### src/rtl/fetch_stage_pkg.sv
// Shared definitions for the fetch stage and decode: instruction field layout and FSM states.
package fetch_stage_pkg;

  localparam int unsigned INST_W      = 32;
  localparam int unsigned PC_STEP_DEF = 4;

  localparam int unsigned OPC_MSB  = 31;
  localparam int unsigned OPC_LSB  = 24;
  localparam int unsigned REG1_MSB = 23;
  localparam int unsigned REG1_LSB = 20;
  localparam int unsigned REG2_MSB = 19;
  localparam int unsigned REG2_LSB = 16;
  localparam int unsigned IMM_MSB  = 15;
  localparam int unsigned IMM_LSB  = 0;

  localparam int unsigned OPC_W  = OPC_MSB - OPC_LSB + 1;
  localparam int unsigned REG_W  = REG1_MSB - REG1_LSB + 1;
  localparam int unsigned IMM_W  = IMM_MSB - IMM_LSB + 1;

  typedef enum logic [1:0] {
    ST_IDLE   = 2'd0,
    ST_REQ    = 2'd1,
    ST_HOLD   = 2'd2,
    ST_HALTED = 2'd3
  } fetch_state_e;

endpackage

### src/rtl/fetch_stage_inst_field_split.sv
// Combinational split of an instruction word into opcode / reg1 / reg2 / imm.
module inst_field_split
  import fetch_stage_pkg::*;
(
  input  logic [INST_W-1:0] inst_i,
  output logic [OPC_W-1:0]  opcode_o,
  output logic [REG_W-1:0]  reg1_o,
  output logic [REG_W-1:0]  reg2_o,
  output logic [IMM_W-1:0]  imm_o
);

  assign opcode_o = inst_i[OPC_MSB:OPC_LSB];
  assign reg1_o   = inst_i[REG1_MSB:REG1_LSB];
  assign reg2_o   = inst_i[REG2_MSB:REG2_LSB];
  assign imm_o    = inst_i[IMM_MSB:IMM_LSB];

endmodule

### src/rtl/fetch_stage.sv
// Instruction fetch: owns the PC, reads memory over req/ack, and hands one instruction
// at a time downstream over valid/ready, with redirect and halt from control.
module fetch_stage
  import fetch_stage_pkg::*;
#(
  parameter int unsigned         ADDR_W   = 32,
  parameter logic [ADDR_W-1:0]   RESET_PC = '0,
  parameter int unsigned         PC_STEP  = PC_STEP_DEF
) (
  input  logic              clk,
  input  logic              rst,
  input  logic              start,
  output logic              mem_req,
  output logic [ADDR_W-1:0] mem_addr,
  input  logic              mem_ack,
  input  logic [INST_W-1:0] mem_rdata,
  output logic              inst_valid,
  input  logic              inst_ready,
  output logic [INST_W-1:0] inst,
  output logic [OPC_W-1:0]  opcode,
  output logic [REG_W-1:0]  reg1,
  output logic [REG_W-1:0]  reg2,
  output logic [IMM_W-1:0]  imm,
  output logic [ADDR_W-1:0] inst_pc,
  input  logic              redirect_valid,
  input  logic [ADDR_W-1:0] redirect_pc,
  input  logic              halt,
  output logic              halted,
  output logic [31:0]       fetch_count
);

  fetch_state_e      state_q, state_d;
  logic [ADDR_W-1:0] pc_q, pc_d;
  logic [ADDR_W-1:0] addr_q, addr_d;
  logic              req_q, req_d;
  logic              discard_q, discard_d;
  logic              valid_q, valid_d;
  logic [INST_W-1:0] inst_q, inst_d;
  logic [ADDR_W-1:0] inst_pc_q, inst_pc_d;
  logic [31:0]       count_q, count_d;
  logic              halted_q, halted_d;
  logic [ADDR_W-1:0] redir_tgt;

  assign redir_tgt = redirect_pc & ~ADDR_W'(3);

  always_ff @(posedge clk) begin
    if (rst) begin
      state_q   <= ST_IDLE;
      pc_q      <= RESET_PC;
      addr_q    <= RESET_PC;
      req_q     <= 1'b0;
      discard_q <= 1'b0;
      valid_q   <= 1'b0;
      inst_q    <= '0;
      inst_pc_q <= '0;
      count_q   <= '0;
      halted_q  <= 1'b0;
    end else begin
      state_q   <= state_d;
      pc_q      <= pc_d;
      addr_q    <= addr_d;
      req_q     <= req_d;
      discard_q <= discard_d;
      valid_q   <= valid_d;
      inst_q    <= inst_d;
      inst_pc_q <= inst_pc_d;
      count_q   <= count_d;
      halted_q  <= halted_d;
    end
  end

  // Next-state: halt > redirect > handshake. mem_addr is latched per request so a
  // redirect during an outstanding read only retargets the PC, not the bus.
  always_comb begin
    state_d   = state_q;
    pc_d      = pc_q;
    addr_d    = addr_q;
    req_d     = req_q;
    discard_d = discard_q;
    valid_d   = valid_q;
    inst_d    = inst_q;
    inst_pc_d = inst_pc_q;
    count_d   = count_q;
    halted_d  = halted_q;

    case (state_q)
      ST_IDLE: begin
        if (start) begin
          state_d   = ST_REQ;
          pc_d      = RESET_PC;
          addr_d    = RESET_PC;
          req_d     = 1'b1;
          discard_d = 1'b0;
        end
      end

      ST_REQ: begin
        if (halt) begin
          state_d   = ST_HALTED;
          req_d     = 1'b0;
          valid_d   = 1'b0;
          discard_d = 1'b0;
          halted_d  = 1'b1;
        end else if (req_q && mem_ack) begin
          if (discard_q) begin
            discard_d = 1'b0;
            req_d     = 1'b0;
            if (redirect_valid) pc_d = redir_tgt;
          end else if (redirect_valid) begin
            pc_d   = redir_tgt;
            addr_d = redir_tgt;
            req_d  = 1'b1;
          end else begin
            inst_d    = mem_rdata;
            inst_pc_d = addr_q;
            pc_d      = addr_q + ADDR_W'(PC_STEP);
            valid_d   = 1'b1;
            req_d     = 1'b0;
            state_d   = ST_HOLD;
          end
        end else if (req_q) begin
          if (redirect_valid) begin
            pc_d      = redir_tgt;
            discard_d = 1'b1;
          end
        end else begin
          // Idle gap after a dropped read: issue the next request from the current PC.
          pc_d   = redirect_valid ? redir_tgt : pc_q;
          addr_d = redirect_valid ? redir_tgt : pc_q;
          req_d  = 1'b1;
        end
      end

      ST_HOLD: begin
        if (halt) begin
          if (inst_ready) count_d = count_q + 32'd1;
          state_d   = ST_HALTED;
          req_d     = 1'b0;
          valid_d   = 1'b0;
          discard_d = 1'b0;
          halted_d  = 1'b1;
        end else if (redirect_valid) begin
          valid_d = 1'b0;
          pc_d    = redir_tgt;
          addr_d  = redir_tgt;
          req_d   = 1'b1;
          state_d = ST_REQ;
        end else if (inst_ready) begin
          count_d = count_q + 32'd1;
          valid_d = 1'b0;
          addr_d  = pc_q;
          req_d   = 1'b1;
          state_d = ST_REQ;
        end
      end

      ST_HALTED: begin
        if (start && !halt) begin
          state_d   = ST_REQ;
          pc_d      = RESET_PC;
          addr_d    = RESET_PC;
          req_d     = 1'b1;
          discard_d = 1'b0;
          halted_d  = 1'b0;
        end
      end

      default: state_d = ST_IDLE;
    endcase
  end

  assign mem_req     = req_q;
  assign mem_addr    = addr_q;
  assign inst_valid  = valid_q;
  assign inst        = inst_q;
  assign inst_pc     = inst_pc_q;
  assign halted      = halted_q;
  assign fetch_count = count_q;

  inst_field_split u_split (
    .inst_i   (inst_q),
    .opcode_o (opcode),
    .reg1_o   (reg1),
    .reg2_o   (reg2),
    .imm_o    (imm)
  );

endmodule

### config.mk
export PLATFORM = sky130hd
export DESIGN_NAME = fetch_stage
export DESIGN_NICKNAME = d
export VERILOG_FILES = /design/src/rtl/fetch_stage_pkg.sv /design/src/rtl/fetch_stage_inst_field_split.sv /design/src/rtl/fetch_stage.sv
export SDC_FILE = /design/constraint.sdc
export NUM_CORES = 1
export LEC_CHECK = 0
export CELL_PAD_IN_SITES_DETAIL_PLACEMENT = 1
export CELL_PAD_IN_SITES_GLOBAL_PLACEMENT = 1
export CORE_MARGIN = 2
export CORE_UTILIZATION = 35
export CTS_BUF_LIST = sky130_fd_sc_hd__clkbuf_16
export DETAILED_ROUTE_END_ITERATION = 12
export PLACE_DENSITY = 0.81
export SLEW_MARGIN = 5
export SYNTH_ARGS = -nofsm -noshare
export SYNTH_HDL_FRONTEND = slang
export SYNTH_SLANG_ARGS = --single-unit
### constraint.sdc
create_clock -name clk -period 2.6 [get_ports clk]
set_input_delay 0.52 -clock clk [delete_from_list [all_inputs] [get_ports clk]]
set_output_delay 0.52 -clock clk [all_outputs]
set_load 0.05 [all_outputs]
==> results of run 1 <==
## cells by family after synthesis
| group | share of synthesized area [%] |
|---|---|
| XOR/XNOR | 5.86 |
| AO/OA/AOI/OAI | 21.8 |
| AND/OR/NAND/NOR | 23.1 |
| buffers and inverters | 7.43 |
| adder cells (fa/ha/maj) | 1.07 |
| flip-flops | 40.4 |
| multiplexers | 0.396 |
## cell type report
cell class / count / share of cell area, %
Multi-Input combinational cell: 742 / 37.2
Sequential cell: 166 / 28.7
Timing Repair Buffer: 297 / 24.9
Clock buffer: 17 / 3.67
Tap cell: 319 / 3.45
Clock inverter: 15 / 1.56
Inverter: 13 / 0.422
## worst max path at each step
stage	startpoint	endpoint	slack, ps
2_1_floorplan	mem_addr[4]	pc_q[31]	270
3_3_place_gp	halt	mem_addr[20]	-70
3_5_place_dp	halt	mem_addr[22]	-90
4_1_cts	state_q[1]	mem_addr[17]	120
5_1_grt	state_q[0]	mem_addr[23]	40
6_report	state_q[0]	mem_addr[17]	150
## power groups by stage
stage                     Clock [mW]  Combinational [mW]  Sequential [mW]
final                           2.64                1.75             2.70
after global routing            2.79                1.86             2.71
after CTS                       2.69                1.73             2.70
after detailed placement           0                1.72             2.76
after global placement             0                1.69             2.75
after floorplan                    0               0.908             2.86
## routing by layer
| layer | up-vias | track usage, % | wire (um) |
|---|---|---|---|
| li1 | 3952 | - | - |
| met2 | 284 | 38.3 | 13700 |
| met5 | - | 0 | 0 |
| met4 | 0 | 6.36 | 500 |
| met1 | 4057 | 30.4 | 12800 |
| met3 | 43 | 4.87 | 1790 |
## sequential cells by signal, indices dropped and copies added (netlist names)
| name | flops |
|---|---|
| pc_q | 32 |
| mem_addr | 32 |
| fetch_count | 32 |
| inst_valid | 1 |
| inst_pc | 32 |
| halted | 1 |
| mem_req | 1 |
| inst | 32 |
| state_q | 2 |
| discard_q | 1 |
## repair_timing
| item | 4_1_cts | 5_1_grt |
|---|---|---|
| endpoints found under the hold margin | 0 | 0 |
| gates resized for setup | 0 | 1 |
| setup endpoints to repair | 0 | 4 |
## critical path, delay by kind of cell, from the launching register on
kind,cells,cell delay [ps]
flops,1,380
simple gates,1,60
compound gates,4,1230
buf+inv,2,370
fa+ha+maj,1,270
## placed cells by master, fill, tap and decap left out, types with 10 or more instances in the layout
master,instances
inv_1,13
nand4_1,19
a22oi_2,10
buf_4,60
a211oi_1,10
and3_1,10
a22o_1,37
clkbuf_16,17
nand3_1,23
nor2_2,11
clkdlybuf4s50_1,229
nor3_1,12
dfxtp_1,166
nor2b_1,10
xnor2_1,17
nor2_1,93
xor2_1,38
nand2_1,197
a21oi_1,97
a22oi_1,32
o21ai_0,25
## metrics by stage
stage | TNS [ps] | setup WS (ps) | hold WS (ps) | cell area (um2)
detailed placement | -1780 | -86.4 | 438 | 11000
floorplan | 0 | 271 | 416 | 8220
global placement | -843 | -65.9 | 426 | 11000
global route | 0 | 40.4 | 373 | 11600
CTS | 0 | 116 | 358 | 11600
finish | 0 | 154 | 373 | 11600
==> results.json, run 1 <==
{
  "netlist_area_um2": 8220,
  "grt_max_degree": 76,
  "io_pins": 234,
  "syn-instance-count": 1021,
  "htreeDepth": 4,
  "ir_worst_vdd_v": 0.000381,
  "clockBufferDepth": 2,
  "viasPerCell": 5.31,
  "synth_top_area_share_pct": 40.4,
  "die-width_um": 157,
  "die_area_um2": 24700,
  "ff2ff_path_depth": 8,
  "synth_nets": 1099,
  "switching_power_mw": 2.43,
  "drtIter0Drc": 542,
  "cts.clk_slew.worst_paths_ps": 70,
  "crit_arrival_ps": 2750,
  "cts_root_buf": "clkbuf_16",
  "syn_to_final_growth_pct": 40.8,
  "min_path_type": "in -> reg",
  "tightestPinTransition_ps": 841,
  "synth_edf_count": 0,
  "yosysWarnings": 0,
  "p_total_mw": 7.09,
  "cp-end-kind": "register",
  "slowest_delay_ps": 450,
  "grt_overflow": 0,
  "cts_buffers": 17,
  "clock-sinks": 166,
  "antenna_found_initial": 0,
  "reg2reg_from": "state_q[0]",
  "cts_tree": "done",
  "ys_types": 66,
  "synthTopCellsByArea": "dfxtp_1 40%, nand2_1 9.0%, a21oi_1 6.0%",
  "dr.pass1.iters": 5,
  "grt_pass1_wl_um": 45400,
  "fin_cells": 1569,
  "hold_viol_final": 0,
  "vias": 8336,
  "wl_um": 28800,
  "p_seq_share_pct": 38.1,
  "critPathLaunchType": "register",
  "drive_gt1_share_pct": 11.5,
  "min_to": "pc_q[21]",
  "synthMostInstantiatedCell": "nand2_1",
  "finClkSkew_ps": 12.0,
  "r2r_setup_slack_ps": 150,
  "ys_seq_area_share_pct": 40.4,
  "combPwrFrac_pct": 24.7,
  "finalCriticalPeriod_ps": 2450,
  "drv_slew": 0,
  "placedCellCount": 1537,
  "hold_depth": 2,
  "track_usage_pct": 23.1,
  "wire_per_inst_um": 18.3,
  "postCtsSetupBuffers": 0,
  "drc": 0,
  "finalNetCount": 1315,
  "n_fill_cell": 2796,
  "rsz0062_at_grt": "no",
  "worstSetupPathType": "reg -> reg",
  "antennaDiodeCount": 0,
  "synth_area_leader_cell": "dfxtp_1",
  "post-route-util_pct": 49.8,
  "die_h_um": 157,
  "fin_crit_sh_pct": 94.1,
  "p_leak_nw": 4.03,
  "crit_path_max_fanout": 15,
  "power_density_nw_per_um2": 613,
  "multiInputGateArea_um2": 4310,
  "synthFlopType": "dfxtp_1",
  "switching_share_pct": 34.3,
  "power.share.clock_pct": 37.3,
  "maxCapViolCount": 0,
  "detail-route-antenna-nets": 0,
  "status": "completed",
  "async_flop_share_pct": 0,
  "place.gp.congestion": 0.841,
  "seq_area_um2": 3320,
  "r2r_end": "mem_addr[17]",
  "num_rows": 56,
  "setup_viol": 0,
  "intPower_mw": 4.66,
  "grt_pass1_vias": 8429,
  "cp_cell_sequence": "inv_1 > ha_1 > o21a_4 > a211o_1 > a311o_1 > buf_4 > a22oi_1 > nor2_1",
  "cts.hold.buffers_added": 0,
  "place_hpwl_um": 20300,
  "slew_headroom_pct": 43.9,
  "cp_data_required_time_ps": 2900,
  "clock_latency_ps": 430,
  "io_buffers": 231,
  "max_freq_mhz": 409,
  "yosys_register_bits": 166,
  "cp_slowest_cell": "a311o_1",
  "start_util_pct": 35.3,
  "core-area_um2": 23300,
  "syn_avg_cell_area_um2": 8.05,
  "min_from": "rst",
  "yosys-top-cells-count": "198 x nand2_1, 166 x dfxtp_1, 98 x a21oi_1"
}
(Power assumes the default switching activity.)
==> run 2: changes to the inputs <==
--- a/config.mk
+++ b/config.mk
@@ -7,10 +7,12 @@
 export LEC_CHECK = 0
 export CELL_PAD_IN_SITES_DETAIL_PLACEMENT = 1
 export CELL_PAD_IN_SITES_GLOBAL_PLACEMENT = 1
+export CORE_ASPECT_RATIO = 0.75
 export CORE_MARGIN = 2
 export CORE_UTILIZATION = 35
 export CTS_BUF_LIST = sky130_fd_sc_hd__clkbuf_16
 export DETAILED_ROUTE_END_ITERATION = 12
+export MAX_ROUTING_LAYER = met4
 export PLACE_DENSITY = 0.81
 export SLEW_MARGIN = 5
 export SYNTH_ARGS = -nofsm -noshare
==> run 2 against run 1 <==
Against the previous run: wire length rose by 2.9%; cell area grew 0.40%; count of clock-buffer cells in the layout unchanged; final cell count down 0.64%; sequential share of layout area is 0.11 points lower; core utilization is 0.63 points higher; worst hold slack better by 78 ps; die area is essentially flat; non-clock buffer count grew 9; register-to-register slack worse by 20 ps; maximum frequency is 0.83% lower; power increased by 0.70%; critical path type unchanged; largest cell class unchanged.
==> results.json, run 2 (synthesis gave the netlist of run 1 again) <==
{
  "status": "completed",
  "crit_path_max_fanout": 29,
  "rsz0062_at_grt": "no",
  "setup_ws_ps": 134,
  "dr.pass1.iters": 5,
  "drv_slew": 0,
  "cts_tree": "done",
  "vias": 8393,
  "start_util_pct": 35.7,
  "core-area_um2": 23100,
  "clockBufferDepth": 2,
  "die-width_um": 181,
  "drive_gt1_share_pct": 11.8,
  "finClkSkew_ps": 11.8,
  "intPower_mw": 4.81,
  "drc": 0,
  "post-route-util_pct": 50.4,
  "final_cell_mix": "229 x clkdlybuf4s50_1, 197 x nand2_1, 166 x dfxtp_1, 97 x a21oi_1, 93 x nor2_1",
  "hold_viol_final": 0,
  "power.share.clock_pct": 37.1,
  "detail-route-antenna-nets": 0,
  "track_usage_pct": 24.4,
  "cts.clk_slew.worst_paths_ps": 70,
  "antenna_found_initial": 0,
  "viasPerCell": 5.38,
  "n_fill_cell": 2738,
  "setup_viol": 0,
  "r2r_setup_slack_ps": 130,
  "grt_overflow": 0,
  "place_hpwl_um": 21400,
  "cp-end-kind": "register",
  "critPathLaunchType": "register",
  "combPwrFrac_pct": 25.3,
  "io_buffers": 231,
  "die_area_um2": 24700,
  "ir_worst_vdd_v": 0.000585,
  "cts_root_buf": "clkbuf_16",
  "maxCapViolCount": 0,
  "wire_per_inst_um": 19.0,
  "htreeDepth": 4,
  "slew_headroom_pct": 43.4,
  "final_common_cell": "clkdlybuf4s50_1",
  "crit_arrival_ps": 2730,
  "drtIter0Drc": 582,
  "finalNetCount": 1324,
  "num_rows": 48,
  "place.gp.congestion": 0.906,
  "grt_pass1_wl_um": 46300,
  "p_seq_share_pct": 37.7,
  "finalCriticalPeriod_ps": 2470,
  "switching_power_mw": 2.33,
  "power_density_nw_per_um2": 615,
  "tightestPinTransition_ps": 850,
  "die_h_um": 137,
  "antennaDiodeCount": 0,
  "p_leak_nw": 4.08,
  "seq_area_um2": 3320,
  "cp_data_required_time_ps": 2860,
  "wl_um": 29600,
  "grt_max_degree": 72,
  "clock_latency_ps": 430,
  "grt_pass1_vias": 8350,
  "min_path_type": "reg -> reg",
  "switching_share_pct": 32.6,
  "io_pins": 234,
  "fin_crit_sh_pct": 94.9,
  "cts_buffers": 17,
  "max_freq_mhz": 405,
  "syn_to_final_growth_pct": 41.3,
  "dpl_worst_slack_ps": -80.9,
  "multiInputGateArea_um2": 4300,
  "clock-sinks": 166,
  "worstSetupPathType": "reg -> reg"
}
==> run 2: power groups by stage <==
stage | combinational [mW] | clock [mW] | sequential [mW]
final | 1.80 | 2.65 | 2.69
after global placement | 1.74 | 0 | 2.74
after CTS | 1.79 | 2.71 | 2.69
after global routing | 1.92 | 2.80 | 2.70
after floorplan | 0.908 | 0 | 2.86
after detailed placement | 1.77 | 0 | 2.75
==> run 2: final timing paths <==
kind / end / cells after the start / from
worst max-delay path: mem_addr[9] / 8 / state_q[0]
worst min-delay path: pc_q[15] / 2 / pc_q[15]
worst max register to register: mem_addr[9] / 8 / state_q[0]
worst min register to register: pc_q[15] / 2 / pc_q[15]
==> run 2: area by class of cell <==
cell class	count	area share, %
well taps	300	3.23
clock inverters	15	1.53
inverters	13	0.420
repair buffers	306	25.5
multi-input cells	742	37.0
clock buffers	17	3.66
flip-flops and latches	166	28.6
==> run 2: critical path, cell delays in order (launching register included) <==
cell and delay [ps]:
dfxtp_1 380, inv_1 90, ha_1 270, or2_1 300
and2_1 200, a31o_2 470, a22o_1 310, a22oi_1 180
nor2_1 90
==> run 2: through the flow <==
| stage | cells | area [um2] | total power [mW] | hold WS, ps | TNS, ps |
|---|---|---|---|---|---|
| 2_1_floorplan | 1021 | 8220 | 3.77 | 416 | 0 |
| 3_3_place_gp | 1527 | 11000 | 4.49 | 429 | -1570 |
| 3_5_place_dp | 1527 | 11000 | 4.52 | 441 | -3330 |
| 4_1_cts | 1559 | 11600 | 7.19 | 450 | 0 |
| 5_1_grt | 1559 | 11600 | 7.42 | 467 | 0 |
| 6_report | 1559 | 11600 | 7.14 | 451 | 0 |
==> run 2: per-layer routing <==
metal	up-vias	part of all wire (%)	wire length (um)	global-route usage, %
li1	3982	-	-	-
met1	4109	47	13900	33.1
met2	272	45	13400	38.0
met3	30	6.5	1920	4.68
met4	0	1.3	384	5.33
met5	-	0	0	-
==> run 2: what timing repair did <==
item | 4_1_cts | 5_1_grt
endpoints found under the setup margin | 0 | 1
hold buffers | 0 | 0
buffers inserted | 0 | 0
resized for setup | 0 | 1
